**src/rtl/cpu_ctrl_pkg.sv**
```systemverilog
// Shared definitions for the microcoded CPU control sequencer: widths, bus lane and
// load-strobe index maps, opcodes and the control word layout.
package cpu_ctrl_pkg;

  localparam int LANES    = 6;
  localparam int LOADS    = 7;
  localparam int OPCODE_W = 4;
  localparam int STEPS    = 5;
  localparam int STEP_W   = $clog2(STEPS);

  localparam int LANE_PC  = 0;
  localparam int LANE_RAM = 1;
  localparam int LANE_IR  = 2;
  localparam int LANE_A   = 3;
  localparam int LANE_ALU = 4;
  localparam int LANE_B   = 5;

  localparam int LD_MI = 0;
  localparam int LD_RI = 1;
  localparam int LD_II = 2;
  localparam int LD_AI = 3;
  localparam int LD_BI = 4;
  localparam int LD_OI = 5;
  localparam int LD_J  = 6;

  localparam logic [STEP_W-1:0] T0 = STEP_W'(0);
  localparam logic [STEP_W-1:0] T1 = STEP_W'(1);
  localparam logic [STEP_W-1:0] T2 = STEP_W'(2);
  localparam logic [STEP_W-1:0] T3 = STEP_W'(3);
  localparam logic [STEP_W-1:0] T4 = STEP_W'(4);

  typedef enum logic [OPCODE_W-1:0] {
    OP_NOP = 4'h0,
    OP_LDA = 4'h1,
    OP_ADD = 4'h2,
    OP_SUB = 4'h3,
    OP_STA = 4'h4,
    OP_LDI = 4'h5,
    OP_JMP = 4'h6,
    OP_JC  = 4'h7,
    OP_JZ  = 4'h8,
    OP_OUT = 4'hE,
    OP_HLT = 4'hF
  } opcode_e;

  typedef struct packed {
    logic [LANES-1:0] lane_select;
    logic [LOADS-1:0] load_en;
    logic             pc_inc;
    logic             alu_sub;
  } ctrl_word_t;

endpackage

```
**src/rtl/bus_controller_if.sv**
```systemverilog
// Control/status bundle between the sequencer (master) and the datapath (slave).
interface bus_controller_if;
  import cpu_ctrl_pkg::*;

  logic [OPCODE_W-1:0] opcode;
  logic                flag_carry;
  logic                flag_zero;
  logic [LANES-1:0]    lane_select;
  logic [LOADS-1:0]    load_en;
  logic                pc_inc;
  logic                alu_sub;
  logic [STEP_W-1:0]   step;
  logic                halted;

  modport master (
    input  opcode, flag_carry, flag_zero,
    output lane_select, load_en, pc_inc, alu_sub, step, halted
  );

  modport slave (
    output opcode, flag_carry, flag_zero,
    input  lane_select, load_en, pc_inc, alu_sub, step, halted
  );

endinterface

```
**src/rtl/bus_controller_step.sv**
```systemverilog
// T-state counter: counts 0..STEPS-1 and wraps, freezes while hold is high.
module step_counter #(
  parameter int STEPS = 5,
  localparam int W    = $clog2(STEPS)
) (
  input  logic         clk,
  input  logic         rst_n,
  input  logic         hold,
  output logic [W-1:0] step
);

  localparam logic [W-1:0] LAST = W'(STEPS - 1);

  always_ff @(posedge clk or negedge rst_n) begin
    if (!rst_n)            step <= '0;
    else if (hold)         step <= step;
    else if (step == LAST) step <= '0;
    else                   step <= step + 1'b1;
  end

endmodule

```
**src/rtl/bus_controller.sv**
```systemverilog
// Microcoded fetch/execute sequencer: decodes (step, opcode, flags) into bus lane
// enables and load strobes, and owns the halt state.
module bus_controller
  import cpu_ctrl_pkg::*;
(
  input  logic             clk,
  input  logic             rst_n,
  bus_controller_if.master bus
);

  logic [STEP_W-1:0] step;
  logic              halted;
  opcode_e           op;
  ctrl_word_t        cw;

  assign op = opcode_e'(bus.opcode);

  step_counter #(.STEPS(STEPS)) u_step (
    .clk   (clk),
    .rst_n (rst_n),
    .hold  (halted),
    .step  (step)
  );

  always_ff @(posedge clk or negedge rst_n) begin
    if (!rst_n)                              halted <= 1'b0;
    else if (!halted && step == T2 && op == OP_HLT) halted <= 1'b1;
  end

  // Gating on rst_n keeps the bus quiet while reset is held, even though step reads T0.
  always_comb begin
    cw = '0;
    if (rst_n && !halted) begin
      case (step)
        T0: begin
          cw.lane_select[LANE_PC] = 1'b1;
          cw.load_en[LD_MI]       = 1'b1;
        end
        T1: begin
          cw.lane_select[LANE_RAM] = 1'b1;
          cw.load_en[LD_II]        = 1'b1;
          cw.pc_inc                = 1'b1;
        end
        T2: begin
          case (op)
            OP_LDA, OP_ADD, OP_SUB, OP_STA: begin
              cw.lane_select[LANE_IR] = 1'b1;
              cw.load_en[LD_MI]       = 1'b1;
            end
            OP_LDI: begin
              cw.lane_select[LANE_IR] = 1'b1;
              cw.load_en[LD_AI]       = 1'b1;
            end
            OP_JMP: begin
              cw.lane_select[LANE_IR] = 1'b1;
              cw.load_en[LD_J]        = 1'b1;
            end
            OP_JC: begin
              cw.lane_select[LANE_IR] = bus.flag_carry;
              cw.load_en[LD_J]        = bus.flag_carry;
            end
            OP_JZ: begin
              cw.lane_select[LANE_IR] = bus.flag_zero;
              cw.load_en[LD_J]        = bus.flag_zero;
            end
            OP_OUT: begin
              cw.lane_select[LANE_A] = 1'b1;
              cw.load_en[LD_OI]      = 1'b1;
            end
            default: ;
          endcase
        end
        T3: begin
          case (op)
            OP_LDA: begin
              cw.lane_select[LANE_RAM] = 1'b1;
              cw.load_en[LD_AI]        = 1'b1;
            end
            OP_ADD, OP_SUB: begin
              cw.lane_select[LANE_RAM] = 1'b1;
              cw.load_en[LD_BI]        = 1'b1;
            end
            OP_STA: begin
              cw.lane_select[LANE_A] = 1'b1;
              cw.load_en[LD_RI]      = 1'b1;
            end
            default: ;
          endcase
        end
        T4: begin
          if (op == OP_ADD || op == OP_SUB) begin
            cw.lane_select[LANE_ALU] = 1'b1;
            cw.load_en[LD_AI]        = 1'b1;
            cw.alu_sub               = (op == OP_SUB);
          end
        end
        default: ;
      endcase
    end
  end

  assign bus.lane_select = cw.lane_select;
  assign bus.load_en     = cw.load_en;
  assign bus.pc_inc      = cw.pc_inc;
  assign bus.alu_sub     = cw.alu_sub;
  assign bus.step        = step;
  assign bus.halted      = halted;

endmodule

```
**src/flat_wrapper.sv**
```systemverilog
// flat-port wrapper written by rule: the top's interface ports become plain ports
module bus_controller_flat import cpu_ctrl_pkg::*;
  (clk, rst_n, bus_opcode, bus_flag_carry, bus_flag_zero, bus_lane_select, bus_load_en, bus_pc_inc, bus_alu_sub, bus_step, bus_halted);
  bus_controller_if bus_i ();
  input  logic clk;
  input  logic rst_n;
  input wire logic [$bits(bus_i.opcode)-1:0] bus_opcode;
  input wire logic [$bits(bus_i.flag_carry)-1:0] bus_flag_carry;
  input wire logic [$bits(bus_i.flag_zero)-1:0] bus_flag_zero;
  output wire logic [$bits(bus_i.lane_select)-1:0] bus_lane_select;
  output wire logic [$bits(bus_i.load_en)-1:0] bus_load_en;
  output wire logic [$bits(bus_i.pc_inc)-1:0] bus_pc_inc;
  output wire logic [$bits(bus_i.alu_sub)-1:0] bus_alu_sub;
  output wire logic [$bits(bus_i.step)-1:0] bus_step;
  output wire logic [$bits(bus_i.halted)-1:0] bus_halted;
  assign bus_i.opcode = bus_opcode;
  assign bus_i.flag_carry = bus_flag_carry;
  assign bus_i.flag_zero = bus_flag_zero;
  assign bus_lane_select = bus_i.lane_select;
  assign bus_load_en = bus_i.load_en;
  assign bus_pc_inc = bus_i.pc_inc;
  assign bus_alu_sub = bus_i.alu_sub;
  assign bus_step = bus_i.step;
  assign bus_halted = bus_i.halted;
  bus_controller u_core (.clk(clk), .rst_n(rst_n), .bus(bus_i));
endmodule
```
**config.mk**
```make
export PLATFORM = sky130hd
export DESIGN_NAME = bus_controller_flat
export DESIGN_NICKNAME = d
export VERILOG_FILES = /design/src/rtl/cpu_ctrl_pkg.sv /design/src/rtl/bus_controller_if.sv /design/src/rtl/bus_controller_step.sv /design/src/rtl/bus_controller.sv /design/src/flat_wrapper.sv
export SDC_FILE = /design/constraint.sdc
export NUM_CORES = 1
export LEC_CHECK = 0
export CAP_MARGIN = 0
export CELL_PAD_IN_SITES_DETAIL_PLACEMENT = 0
export CELL_PAD_IN_SITES_GLOBAL_PLACEMENT = 1
export CORE_UTILIZATION = 31
export DETAILED_ROUTE_END_ITERATION = 6
export GPL_TIMING_DRIVEN = 0
export PLACE_DENSITY = 0.92
export SLEW_MARGIN = 15
export SYNTH_ARGS = -nofsm -noshare
export SYNTH_HDL_FRONTEND = slang
export SYNTH_SLANG_ARGS = --single-unit
```
**constraint.sdc**
```tcl
create_clock -name clk -period 5.2 [get_ports clk]
set_input_delay 1.56 -clock clk [delete_from_list [all_inputs] [get_ports clk]]
set_output_delay 1.56 -clock clk [all_outputs]
set_load 0.01 [all_outputs]
```
# After elaboration in Yosys (flattened, before gate mapping)
# Cells that the tools add are included.
[classes] n_addsub=1 mul=0 div_mod_pow=0 n_lt_le_gt_ge=0 eq_ne=14 n_shift=0 mux=25 bitwise=0 reduce_logical=10
[op_table] op="$eq 4x3->1 const B" n=4
[op_table] op="$mux 1" n=16
[op_table] op="$mux 14" n=1
[op_table] op="$eq 4x4->1 const B" n=3
[op_table] op="$pmux 1 s3" n=3
[op_table] op="$eq 4x2->1 const B" n=2
[op_table] op="$eq 3x2->1 const B" n=2
[op_table] op="$pmux 1 s2" n=3
[op_table] op="$reduce_or 6->1" n=1
[op_table] op="$eq 4x1->1 const B" n=1
[op_table] op="$reduce_or 4->1" n=1
[op_table] op="$add 3x1->3 const B" n=1
[op_table] op="$eq 3x1->1 const B" n=1
[op_table] op="$eq 3x3->1 const B" n=1
[op_table] op="$logic_and 1x1->1" n=3
[op_table] op="$logic_not 3->1" n=1
[op_table] op="$mux 3" n=1
[op_table] op="$reduce_or 3->1" n=1
[op_table] op="$mux 2" n=1
[op_table] op="$reduce_or 2->1" n=1
[op_table] op="$logic_not 1->1" n=1
[op_table] op="$logic_or 1x1->1" n=1
[totals] ff_bits=4 latch_bits=0 ramBits=0 romBits=0 in_bits=8 out_inout_bits=19 word_cells=52 mem_count=0

# Logic depth before layout (Yosys ltp)
[logic_depth] word_depth=5 depth_mapped=6 mapped_depth_nobuf=5

# By module
# A second synthesis with hierarchy kept.
[hier_totals] hier_cells=71 hier_area_um2=519.2
[by_module_without_submodules] mod="bus_controller" n_inst=1 cells_per_inst=56 area_per_inst_um2=356.6 seq_area_each_um2=25.0
[by_module_without_submodules] mod="step_counter" n_inst=1 cells_per_inst=15 area_per_inst_um2=162.7 seq_area_each_um2=75.1

# Least setup slack after synthesis
# OpenSTA, ideal clock, no wires.
[synth_path] kind="input -> output" from="input port bus_opcode[2]" to="output port bus_lane_select[2]" arrival_time_ns=2.361 required_ns=3.640 path_slack_ns=1.279 cell_stages=4 n_path_buf=1 path_cell_list="buf_4 -> and4bb_1 -> a21oi_1 -> a211oi_1"
[synth_via] elab_chain_len=5 elab_cells_between_ends=12
[synth_rtl] element="start, declared" line="flat_wrapper.sv:7" source="input wire logic [$bits(bus_i.opcode)-1:0] bus_opcode;"
[synth_rtl] element="$eq 4x3->1 (tied with other cells)" line="bus_controller.sv:45" source="case (op)"
[synth_rtl] element="$reduce_or 6->1 (no line)"
[synth_rtl] element="$pmux 1 s3 *" line="bus_controller.sv:45"
[synth_rtl] element="$mux 1 *" line="bus_controller.sv:34" source="case (step)"
[synth_rtl] element="$mux 14 *" line="bus_controller.sv:33" source="if (rst_n && !halted) begin"
[synth_rtl] element="end, declared" line="flat_wrapper.sv:10" source="output wire logic [$bits(bus_i.lane_select)-1:0] bus_lane_select;"
# Mark *: on every way between the ends. The rest lies on a longest branch, timed or not.

# Worst setup path in the final report
[layout_path] from="input port rst_n" to="output port bus_lane_select[3]"
[layout_via] elab_chain_len=2
[layout_rtl] element="start, declared" line="flat_wrapper.sv:6" source="input logic rst_n;"
[layout_rtl] element="$logic_and 1x1->1" line="bus_controller.sv:33"
[layout_rtl] element="$mux 14" line="bus_controller.sv:33"
# No other way between the ends.

==> impl_metrics.ini <==
[die]
initial_utilization_pct = 34.2
die-height_um = 46.6
ios = 27
core_sq_um = 1800
die_x_um = 46.6
rows = 15
die_area_sq_um = 2170

[placed_design]
postPlaceCellArea_sq_um = 888
hpwl_um = 1140
io_buffers = 24
post-place-ws_ns = 0.259
place_inst = 118
place.gp.congestion = 0.732

[yosys]
synthCells = 69
synth_compound_area_share_pct = 20.9
ys.warnings.count = 0
yosysUniqueCellTypes = 38
synthMuxAreaShare_pct = 1.83
yosys.area_share.simple_pct = 35.5
synthAdderAreaFrac_pct = 10.1
ys_ff_latch = 4
synth_xor_area_share_pct = 0
synth_flop_cell = dfrtp_1
synth-seq-area-share_pct = 16.2
synth_nets = 82
syn_avg_cell_area_sq_um = 8.94
synth_top_family_by_area = simple AND/OR/NAND/NOR gates
synth_edf_count = 0
synthArstFlopShare_pct = 100
synth_area_sq_um = 617

[worst_hold_path]
min-delay-start = u_core.u_step.step[0]
hold_depth = 1
worstHoldPathType = register to register
hold-path-endpoint = u_core.u_step.step[0]

[pwr]
p_leak_nw = 0.376
power_mw = 0.346
vdd_ir_drop_max_uv = 217
power_density_nw_per_um2 = 380

[setup_path]
r2r_setup_slack_ns = 3.92
worst-endpoint-arrival_ns = 3.37
end_kind = primary output
reg2reg_depth = 4
worst_ep_required_time_ns = 3.64
startpoint = rst_n
path_class = input pin to primary output
regToRegStartpoint = u_core.u_step.step[0]
r2r-end = u_core.u_step.step[2]
cp_max_fo = 7
startpoint_type = input pin

[timing]
finalHoldViolations = 0
fmax_mhz = 203
fin_crit_ns = 4.93
finClkSkew_ns = 0.000308
rsz0062_at_grt = false
whs_ns = 0.597
finalSetupViolCount = 0
setup_ws_ns = 0.269
fin_setup_tns_ns = 0
drv_slew = 0
fin_crit_sh_pct = 94.8

[final_layout]
postLayoutCoreUtil_pct = 50.6
fin_nets = 111
fin_cells = 121
area_growth_syn_to_layout_pct = 47.7
fin_area_sq_um = 911
layout-drive-gt1-share_pct = 20.8
layout_common_cells = clkdlybuf4s50_1 (24), inv_1 (8), ha_1 (5), dfrtp_1 (4)
diodes = 0
final_common_cell = clkdlybuf4s50_1
fill_cells = 191

[global_routing]
antenna_found_initial = 0
grt_max_degree = 11
grt_pass1_vias = 538
overflow = 0
grt_pass1_wl_um = 2360
grt_use_total_pct = 15.0

[outcome]
status = complete, no violations

[detailed_routing]
wire_per_inst_um = 11.9
final_antenna_net_count = 0
drt_pass1_iterations = 3
via_count = 612
drt_iter0_markers = 6
drc_errors = 0
routed_wl_um = 1440
vias_per_cell = 5.06

[cts]
cts_setup_buffers = 0
worstSkewPairLatency_ns = 0.24
cts_made_buffers = 3
clockBufferDepth = 2
post_cts_resized = 0
cts_sinks = 4
path_clk_slew_ns = 0.04
ctsHoldBuffers = 0
cts_tree = yes
htree_num_levels = 1
cts-root-buf = clkbuf_4

[job]
cap_violations = 0
how the worst max path moves through the flow:
stage,endpoint,cells past startpoint
floorplan,bus_lane_select[2],4
global placement,bus_lane_select[3],5
detailed placement,bus_lane_select[3],5
CTS,bus_lane_select[3],5
global route,bus_lane_select[1],5
finish,bus_lane_select[3],5
area by class of cell:
cell class | count | area (sq um) | share of cell area (%)
Buffer | 7 | 61.3 | 6.73
Clock buffer | 3 | 22.5 | 2.47
Inverter | 8 | 30.0 | 3.30
Multi-Input combinational cell | 50 | 425 | 46.7
Sequential cell | 4 | 100 | 11.0
Tap cell | 25 | 31.3 | 3.43
Timing Repair Buffer | 24 | 240 | 26.4
worst max-delay path: stages:
cell	delay [ns]
clkdlybuf4s50_1	0.66
nand4bb_1	0.23
o22a_1	0.26
nor3_2	0.10
clkdlybuf4s50_1	0.55
cells by family (layout without fill, tap and decap cells):
kind of cell | Yosys count | in the layout
other cells | 1 | 1
flops | 4 | 4
simple gates | 27 | 27
buf+inv | 15 | 42
mux | 1 | 1
compound gates | 16 | 16
fa+ha+maj | 5 | 5
routing by layer:
metal / track usage [%] / share of wire (%)
met1: 20.8 / 48
met2: 23.1 / 48
met4: 7.06 / 0.83
met3: 1.18 / 3.6
met5: 0 / 0
power by group:
part	switching, mW	leakage, nW	internal, mW	total, mW
Combinational	0.110	0.314	0.131	0.241
Clock	0.0141	0.0138	0.0259	0.0400
Sequential	0.0168	0.0482	0.0479	0.0648
state kept, by name, indices dropped and copies added (netlist names):
name                count
u_core.u_step.step      3
u_core.bus.halted       1
synthesized netlist by cell type, types with 2 or more instances:
cell type  number  share of area (%)
ha_1            5                 10
inv_1           8                4.9
dfrtp_1         4                 16
nand4bb_1       2                3.7
nor3_1          3                2.4
nor2_1          3                1.8
nor4_1          3                3.0
a211oi_1        2                2.4
nand2b_1        2                2.0
buf_6           3                5.5
buf_4           3                3.7
nand2_1         3                1.8
a21oi_1         3                2.4
No activity file was read; power rests on OpenSTA's default activity.
